`config.mk`:
```
export PLATFORM = sky130hd
export DESIGN_NAME = uart_tx_arbiter
export DESIGN_NICKNAME = d
export VERILOG_FILES = /design/src/rtl/uart_tx_arbiter.sv
export SDC_FILE = /design/constraint.sdc
export NUM_CORES = 1
export LEC_CHECK = 0
export BUFFER_PORTS_ARGS = -buffer_cell sky130_fd_sc_hd__buf_2
export CORE_MARGIN = 4
export CORE_UTILIZATION = 56
export CTS_BUF_LIST = sky130_fd_sc_hd__clkbuf_4
export DETAILED_ROUTE_END_ITERATION = 6
export PLACE_DENSITY = 0.86
export SKIP_CTS_REPAIR_TIMING = 1
export SYNTH_ARGS = -nofsm -noshare
export SYNTH_HDL_FRONTEND = slang
export SYNTH_SLANG_ARGS = --single-unit
```
`constraint.sdc`:
```
create_clock -name clk -period 4.2 [get_ports clk]
set_input_delay 0.63 -clock clk [delete_from_list [all_inputs] [get_ports clk]]
set_output_delay 0.63 -clock clk [all_outputs]
set_load 0.05 [all_outputs]
```
`src/rtl/uart_tx_arbiter.sv`:
```
// rtl/uart_tx_arbiter.sv - round-robin arbiter sharing one uart_tx among byte-stream requesters
module uart_tx_arbiter #(
    parameter int NUM_REQ     = 4,
    parameter int MAX_BURST   = 16,
    parameter int GAP_TIMEOUT = 64
) (
    input  logic                   clk,
    input  logic                   rst_n,
    input  logic [NUM_REQ-1:0]     req_valid_i,
    input  logic [NUM_REQ*8-1:0]   req_data_i,
    input  logic [NUM_REQ-1:0]     req_last_i,
    output logic [NUM_REQ-1:0]     req_ready_o,
    output logic [7:0]             tx_data_o,
    output logic                   tx_valid_o,
    input  logic                   tx_ready_i,
    output logic [NUM_REQ-1:0]     gnt_o,
    output logic                   busy_o
);

    localparam int IW = $clog2(NUM_REQ);
    localparam int BW = $clog2(MAX_BURST + 1);
    localparam int GW = $clog2(GAP_TIMEOUT + 1);

    localparam logic [IW-1:0] LAST_IDX  = IW'(NUM_REQ - 1);
    localparam logic [BW-1:0] BURST_END = BW'(MAX_BURST - 1);
    localparam logic [GW-1:0] GAP_LAST  = GW'(GAP_TIMEOUT - 1);

    typedef enum logic [1:0] {
        S_IDLE    = 2'd0,
        S_LOAD    = 2'd1,
        S_WAIT_LO = 2'd2,
        S_WAIT_HI = 2'd3
    } state_t;

    state_t              state_q,    state_d;
    logic [NUM_REQ-1:0]  gnt_q,      gnt_d;
    logic [IW-1:0]       idx_q,      idx_d;
    logic [IW-1:0]       rr_q,       rr_d;
    logic [BW-1:0]       beat_q,     beat_d;
    logic [GW-1:0]       gap_q,      gap_d;
    logic                last_q,     last_d;
    logic [7:0]          tx_data_q,  tx_data_d;
    logic                tx_valid_q, tx_valid_d;

    logic                pick_found;
    logic [IW-1:0]       pick_idx;
    logic [IW-1:0]       cand;
    logic [IW-1:0]       next_idx;
    logic                cur_valid;
    logic                cur_last;
    logic [7:0]          cur_data;
    logic                xfer;

    assign cur_valid = req_valid_i[idx_q];
    assign cur_last  = req_last_i[idx_q];
    assign cur_data  = req_data_i[{idx_q, 3'b000} +: 8];
    assign next_idx  = (idx_q == LAST_IDX) ? '0 : idx_q + 1'b1;

    // A byte moves only while granted, the requester offers one and the transmitter is idle
    assign xfer        = (state_q == S_LOAD) && cur_valid && tx_ready_i;
    assign req_ready_o = xfer ? gnt_q : '0;

    assign tx_data_o  = tx_data_q;
    assign tx_valid_o = tx_valid_q;
    assign gnt_o      = gnt_q;
    assign busy_o     = (state_q != S_IDLE);

    // Round-robin search: first valid requester at or after the pointer, wrapping
    always_comb begin
        pick_found = 1'b0;
        pick_idx   = '0;
        cand       = '0;
        for (int i = 0; i < NUM_REQ; i++) begin
            cand = IW'((int'(rr_q) + i) % NUM_REQ);
            if (!pick_found && req_valid_i[cand]) begin
                pick_found = 1'b1;
                pick_idx   = cand;
            end
        end
    end

    // Grant / byte-issue / handshake sequencing
    always_comb begin
        state_d    = state_q;
        gnt_d      = gnt_q;
        idx_d      = idx_q;
        rr_d       = rr_q;
        beat_d     = beat_q;
        gap_d      = gap_q;
        last_d     = last_q;
        tx_data_d  = tx_data_q;
        tx_valid_d = 1'b0;
        case (state_q)
            S_IDLE: begin
                if (pick_found && tx_ready_i) begin
                    state_d         = S_LOAD;
                    idx_d           = pick_idx;
                    gnt_d           = '0;
                    gnt_d[pick_idx] = 1'b1;
                    beat_d          = '0;
                    gap_d           = '0;
                end
            end
            S_LOAD: begin
                if (xfer) begin
                    tx_data_d  = cur_data;
                    tx_valid_d = 1'b1;
                    // Hitting the burst limit ends the grant exactly like a last byte
                    last_d     = cur_last | (beat_q == BURST_END);
                    beat_d     = beat_q + 1'b1;
                    gap_d      = '0;
                    state_d    = S_WAIT_LO;
                end else if (!cur_valid) begin
                    if (gap_q == GAP_LAST) begin
                        state_d = S_IDLE;
                        gnt_d   = '0;
                        rr_d    = next_idx;
                        gap_d   = '0;
                    end else begin
                        gap_d = gap_q + 1'b1;
                    end
                end
            end
            S_WAIT_LO: begin
                // Ready may still read high in the pulse cycle; wait for the frame to start
                if (!tx_ready_i) begin
                    state_d = S_WAIT_HI;
                end
            end
            S_WAIT_HI: begin
                if (tx_ready_i) begin
                    if (last_q) begin
                        state_d = S_IDLE;
                        gnt_d   = '0;
                        rr_d    = next_idx;
                    end else begin
                        state_d = S_LOAD;
                    end
                end
            end
            default: begin
                state_d = S_IDLE;
                gnt_d   = '0;
            end
        endcase
    end

    // State and registered outputs
    always_ff @(posedge clk) begin
        if (!rst_n) begin
            state_q    <= S_IDLE;
            gnt_q      <= '0;
            idx_q      <= '0;
            rr_q       <= '0;
            beat_q     <= '0;
            gap_q      <= '0;
            last_q     <= 1'b0;
            tx_data_q  <= '0;
            tx_valid_q <= 1'b0;
        end else begin
            state_q    <= state_d;
            gnt_q      <= gnt_d;
            idx_q      <= idx_d;
            rr_q       <= rr_d;
            beat_q     <= beat_d;
            gap_q      <= gap_d;
            last_q     <= last_d;
            tx_data_q  <= tx_data_d;
            tx_valid_q <= tx_valid_d;
        end
    end

endmodule

```
---- Yosys cells after proc, flatten, opt, wreduce, memory -nomap -nowiden ----
Cells that the tools add are included.
storage, ports and cells
  register bits ........................... 32
  input bits .............................. 43
  output and inout bits ................... 18
operators by class
  add/subtract/negate cells ............... 6
  order comparisons ....................... 7
  eq/ne operators ......................... 16
  shift-type cells ........................ 1
  multiplexer cells ....................... 54
  bitwise operators ....................... 1
  reduce and logical (&&, ||, !) cells .... 23
operators with widths
  cell                                                         number
  2-to-1 mux 2 bit                                             16
  indexed part select 32 x 6 -> 8 bit                          1
  2-to-1 mux 4 bit                                             7
  2-to-1 mux 7 bit                                             4
  less-than comparator 2 x 3 -> 1 bit (second input constant)  6
  inequality test 2 bit (second input constant)                7
  one-hot mux 7 bit (2 select lines)                           1
  2-to-1 mux 1 bit                                             13
  binary-select mux 1 bit (select 2 bit)                       6
  one-hot mux 4 bit (3 select lines)                           1
  2-to-1 mux 5 bit                                             2
  one-hot mux 5 bit (2 select lines)                           1
  one-hot mux 2 bit (4 select lines)                           1
  adder 7 x 1 -> 7 bit (second input constant)                 1
  == test 7 x 6 -> 1 bit (second input constant)               1
  logical AND 1 bit                                            7
  AND reduction 7 bit                                          1
  == test 2 bit (second input constant)                        3
  AND reduction 2 bit                                          3
  AND reduction 3 bit                                          2
  AND reduction 6 bit                                          1
  nonzero test 2 bit                                           3
  adder 5 x 1 -> 5 bit (second input constant)                 1
  == test 5 x 4 -> 1 bit (second input constant)               1
  other kinds (14)                                             18

---- Longest topological paths before layout ----
  depth after elaboration ................. 18
  gate-level depth with buffers ........... 7

---- Worst setup path before layout ----
No wires, ideal clock.
  kind .................................... input to output
  from .................................... in req_valid_i[3]
  to ...................................... out req_ready_o[0]
  arrival time ............................ 2,003 ps
  required time ........................... 3,570 ps
  slack ................................... 1,567 ps
  stages on the path ...................... 5
  path buffers ............................ 2
  cells stage by stage .................... mux4_2 and3_1 clkbuf_1 clkbuf_1 and2_1
between the ends
  longest elaborated chain between the ends .. 5
ends and longest elaborated chain
  item                                    RTL line  source
  start, declared                         9         input logic [NUM_REQ-1:0] req_valid_i,
  binary-select mux 1 bit (select 2 bit)  54        assign cur_valid = req_valid_i[idx_q];
  2-to-1 mux 1 bit (not written as such)  54
  logical AND 1 bit (2 in series)         60        assign xfer = (state_q == S_LOAD) && cur_valid && tx_ready_i;
  2-to-1 mux 4 bit                        61        assign req_ready_o = xfer ? gnt_q : '0;
  end, declared                           12        output logic [NUM_REQ-1:0] req_ready_o,
Every way passes these cells. The select of a mux whose other input is x is not followed.

---- Final worst setup path ----
  from .................................... reg idx_q[1]
  to ...................................... out req_ready_o[3]
between the ends
  longest elaborated chain between the ends .. 5
ends and longest elaborated chain
  item                                    RTL line  source
  start, declared                         37        logic [IW-1:0] idx_q, idx_d;
  start signal, assigned                  163       idx_q <= idx_d;
  binary-select mux 1 bit (select 2 bit)  54
  2-to-1 mux 1 bit (not written as such)  54
  logical AND 1 bit (2 in series)         60
  2-to-1 mux 4 bit                        61
Every way passes these cells. The select of a mux whose other input is x is not followed.

==> flow_summary.toml <==
[sta]
setup_viol = 0
period_needed_ns = 3.04
fin_crit_sh = 0.723
fin_skew_ns = 0.00191
post-route-worst-setup-slack_ns = 1.16
slew_headroom = 0.612
hold_viol_final = 0
tns_ns = 0
final_max_slew_viol_count = 0
rsz0062_at_grt = "no"
tightestPinTransition_ns = 0.582
max_freq_ghz = 0.329

[synth]
muxShareOfSynthArea = 0.143
synth_ff_type = "dfxtp_1"
synth_common_cells = "32 x dfxtp_1, 31 x nand2_1, 20 x nor2_1"
synth_top_family_by_area = "simple AND/OR/NAND/NOR gates"
synth_xor_area_frac = 0.0389
netlist.area_leader.share = 0.355
yosysMostFrequentCell = "dfxtp_1"
yosys.area_share.simple = 0.239
yosysTopAreaCell = "dfxtp_1"
synth-seq-cells = 32
synth_area_per_cell_um2 = 8.84
synth_compound_area_frac = 0.159
synthesis.area_um2 = 1800
ys_warn_count = 0
ys_seq_area_frac = 0.355
netlist_instances = 204
synth-async-reset-ratio = 0
synth_nets = 251
synth_adder_area_share = 0.0278
synth_edf_count = 0
synth_cell_type_count = 39
synth_area_leaders = "dfxtp_1 36%, mux4_2 12%, nand2_1 6.5%, a21boi_0 5.8%, nor2_1 4.2%"

[worst_hold_path]
min_path_cells = 2
worstHoldStart = "gap_q[6]"
hold_path_class = "reg -> reg"
min_to = "gap_q[6]"

[die]
start_util = 0.586
io_pins = 61
fp.dieW_um = 64.7
core_um2 = 3080
die_h_um = 64.7
dieArea_um2 = 4190
rows = 20

[pwr]
p_int_w = 0.000435
comb_power_share = 0.214
vdd_drop_max_mv = 0.240
pwr-share-clk = 0.269
p_sw_frac = 0.299
cellPowerDensity_nw_per_um2 = 286
switching_power_w = 0.000186
leakage_nw = 0.930
seqPwrFrac = 0.518

[layout]
stdcell_area_um2 = 2170
synthToLayoutAreaGrowth_pct = 20.3
drive_gt1_frac = 0.324
fillers = 268
finalNetCount = 309
diodes = 0

[grt]
grt_pass1_wl_mm = 6.93
grt_max_degree = 31
grt_pass1_vias = 1568
antenna_found_initial = 0
gr-total-overflow = 0
grt_usage = 0.212

[setup_path]
end_kind = "output port"
criticalPathCategory = "reg -> out"
reg2reg_setup_slack_ns = 2.02
critPathMaxFanout = 15
cp.arrival_ns = 2.41
worstPathRequired_ns = 3.57
r2r-start = "idx_q[1]"
timing.rr.end = "gnt_o[2]"
reg2regPathDepth = 4
start_kind = "flip-flop"

[drt]
routed_wl_mm = 4.12
final_antenna_net_count = 0
viasPerCell = 5.50
drt_iter0_drc = 75
drt_pass1_iterations = 4
drc = 0
vias = 1684
wire_per_inst_um = 13.5

[place]
placed_cell_area_um2 = 2120
hpwl_mm = 3.21
globalplace.congestion = 0.835
io_buffers = 60
pre_cts_ws_ns = 1.41

[clocking]
clk_path_buf_depth = 2
clock_sinks = 32
clkTransAtPathRegs_ns = 0.09
htreeDepth = 2
cts_made_buffers = 5
root_buffer = "clkbuf_4"
clk_latency_ns = 0.33
tritoncts = "built"

[run_status]
run_status = "completed"

[run]
cap_viol_max_count = 0
## power by group through the flow
stage / combinational [W] / sequential, W / clock (W)
after global routing: 0.000145 / 0.000323 / 0.000189
after detailed placement: 0.000133 / 0.000329 / 0
after CTS: 0.000133 / 0.000322 / 0.000172
final: 0.000133 / 0.000321 / 0.000167
after global placement: 0.000131 / 0.000328 / 0
after floorplan: 0.0000787 / 0.000342 / 0
## layout by cell type, fill, tap and decap left out, drive strengths merged, types with 3 or more instances in the layout
master,count
mux4,10
xnor2,3
nor2b,4
buf,61
nor2,20
and2,5
and3,4
nand2,32
inv,5
nor3,3
nand2b,5
dfxtp,32
ha,4
clkbuf,6
o22ai,5
o21ai,8
xor2,5
a21boi,14
a21oi,6
nand3,8
## registers in the layout (all words and copies together) (netlist names), named ones only
signal / flops
rr_q: 2
gnt_o: 4
gap_q: 7
beat_q: 5
state_q: 1
last_q: 1
tx_data_o: 8
tx_valid_o: 1
idx_q: 2
## stage by stage
step                      utilization  instances  power [W]  hold slack (ns)
after floorplan                     -        204   0.000421            0.423
after global placement          0.688        299   0.000459            0.439
after detailed placement        0.688        299   0.000462            0.443
after CTS                       0.704        306   0.000627            0.456
after global routing            0.704        306   0.000657            0.493
final                           0.704        306   0.000621            0.460
## worst max-delay path by stage
stage | start | slack (ns) | end
floorplan | req_valid_i[3] | 1.57 | req_ready_o[0]
global placement | req_valid_i[3] | 1.45 | req_ready_o[0]
detailed placement | req_valid_i[3] | 1.41 | req_ready_o[3]
CTS | idx_q[1] | 1.12 | req_ready_o[3]
global route | idx_q[1] | 0.93 | req_ready_o[1]
finish | idx_q[1] | 1.16 | req_ready_o[3]
## area by class of cell
cell class              instances  area [um2]  area share
well taps                      44        55.1      0.0254
clock buffers                   6        45.0      0.0208
clock inverters                 1        5.00     0.00231
flip-flops and latches         32         641       0.295
inverters                       5        18.8     0.00866
multi-input cells             157        1100       0.505
repair buffers                 61         308       0.142
## critical path: stages (launching register included)
cell and delay, ns:
dfxtp_1 0.70, mux4_2 0.42, and3_1 0.50, and2_1 0.19, buf_2 0.25
## metal layers
| metal | global-route usage | vias to the layer above | routed length [um] |
|---|---|---|---|
| li1 | - | 844 | - |
| met1 | 0.248 | 774 | 1730 |
| met2 | 0.360 | 56 | 2020 |
| met3 | 0.0485 | 10 | 290 |
| met4 | 0.106 | 0 | 85 |
| met5 | 0 | - | 0 |
## logic make-up (layout without fill, tap and decap cells)
kind of cell / count (synthesis) / in the layout
AO/OA/AOI/OAI: 42 / 42
XOR/XNOR: 8 / 8
adder cells (fa/ha/maj): 4 / 4
buffers and inverters: 15 / 73
flip-flops: 32 / 32
multiplexers: 13 / 13
AND/OR/NAND/NOR: 90 / 90
(Power assumes the default switching activity.)
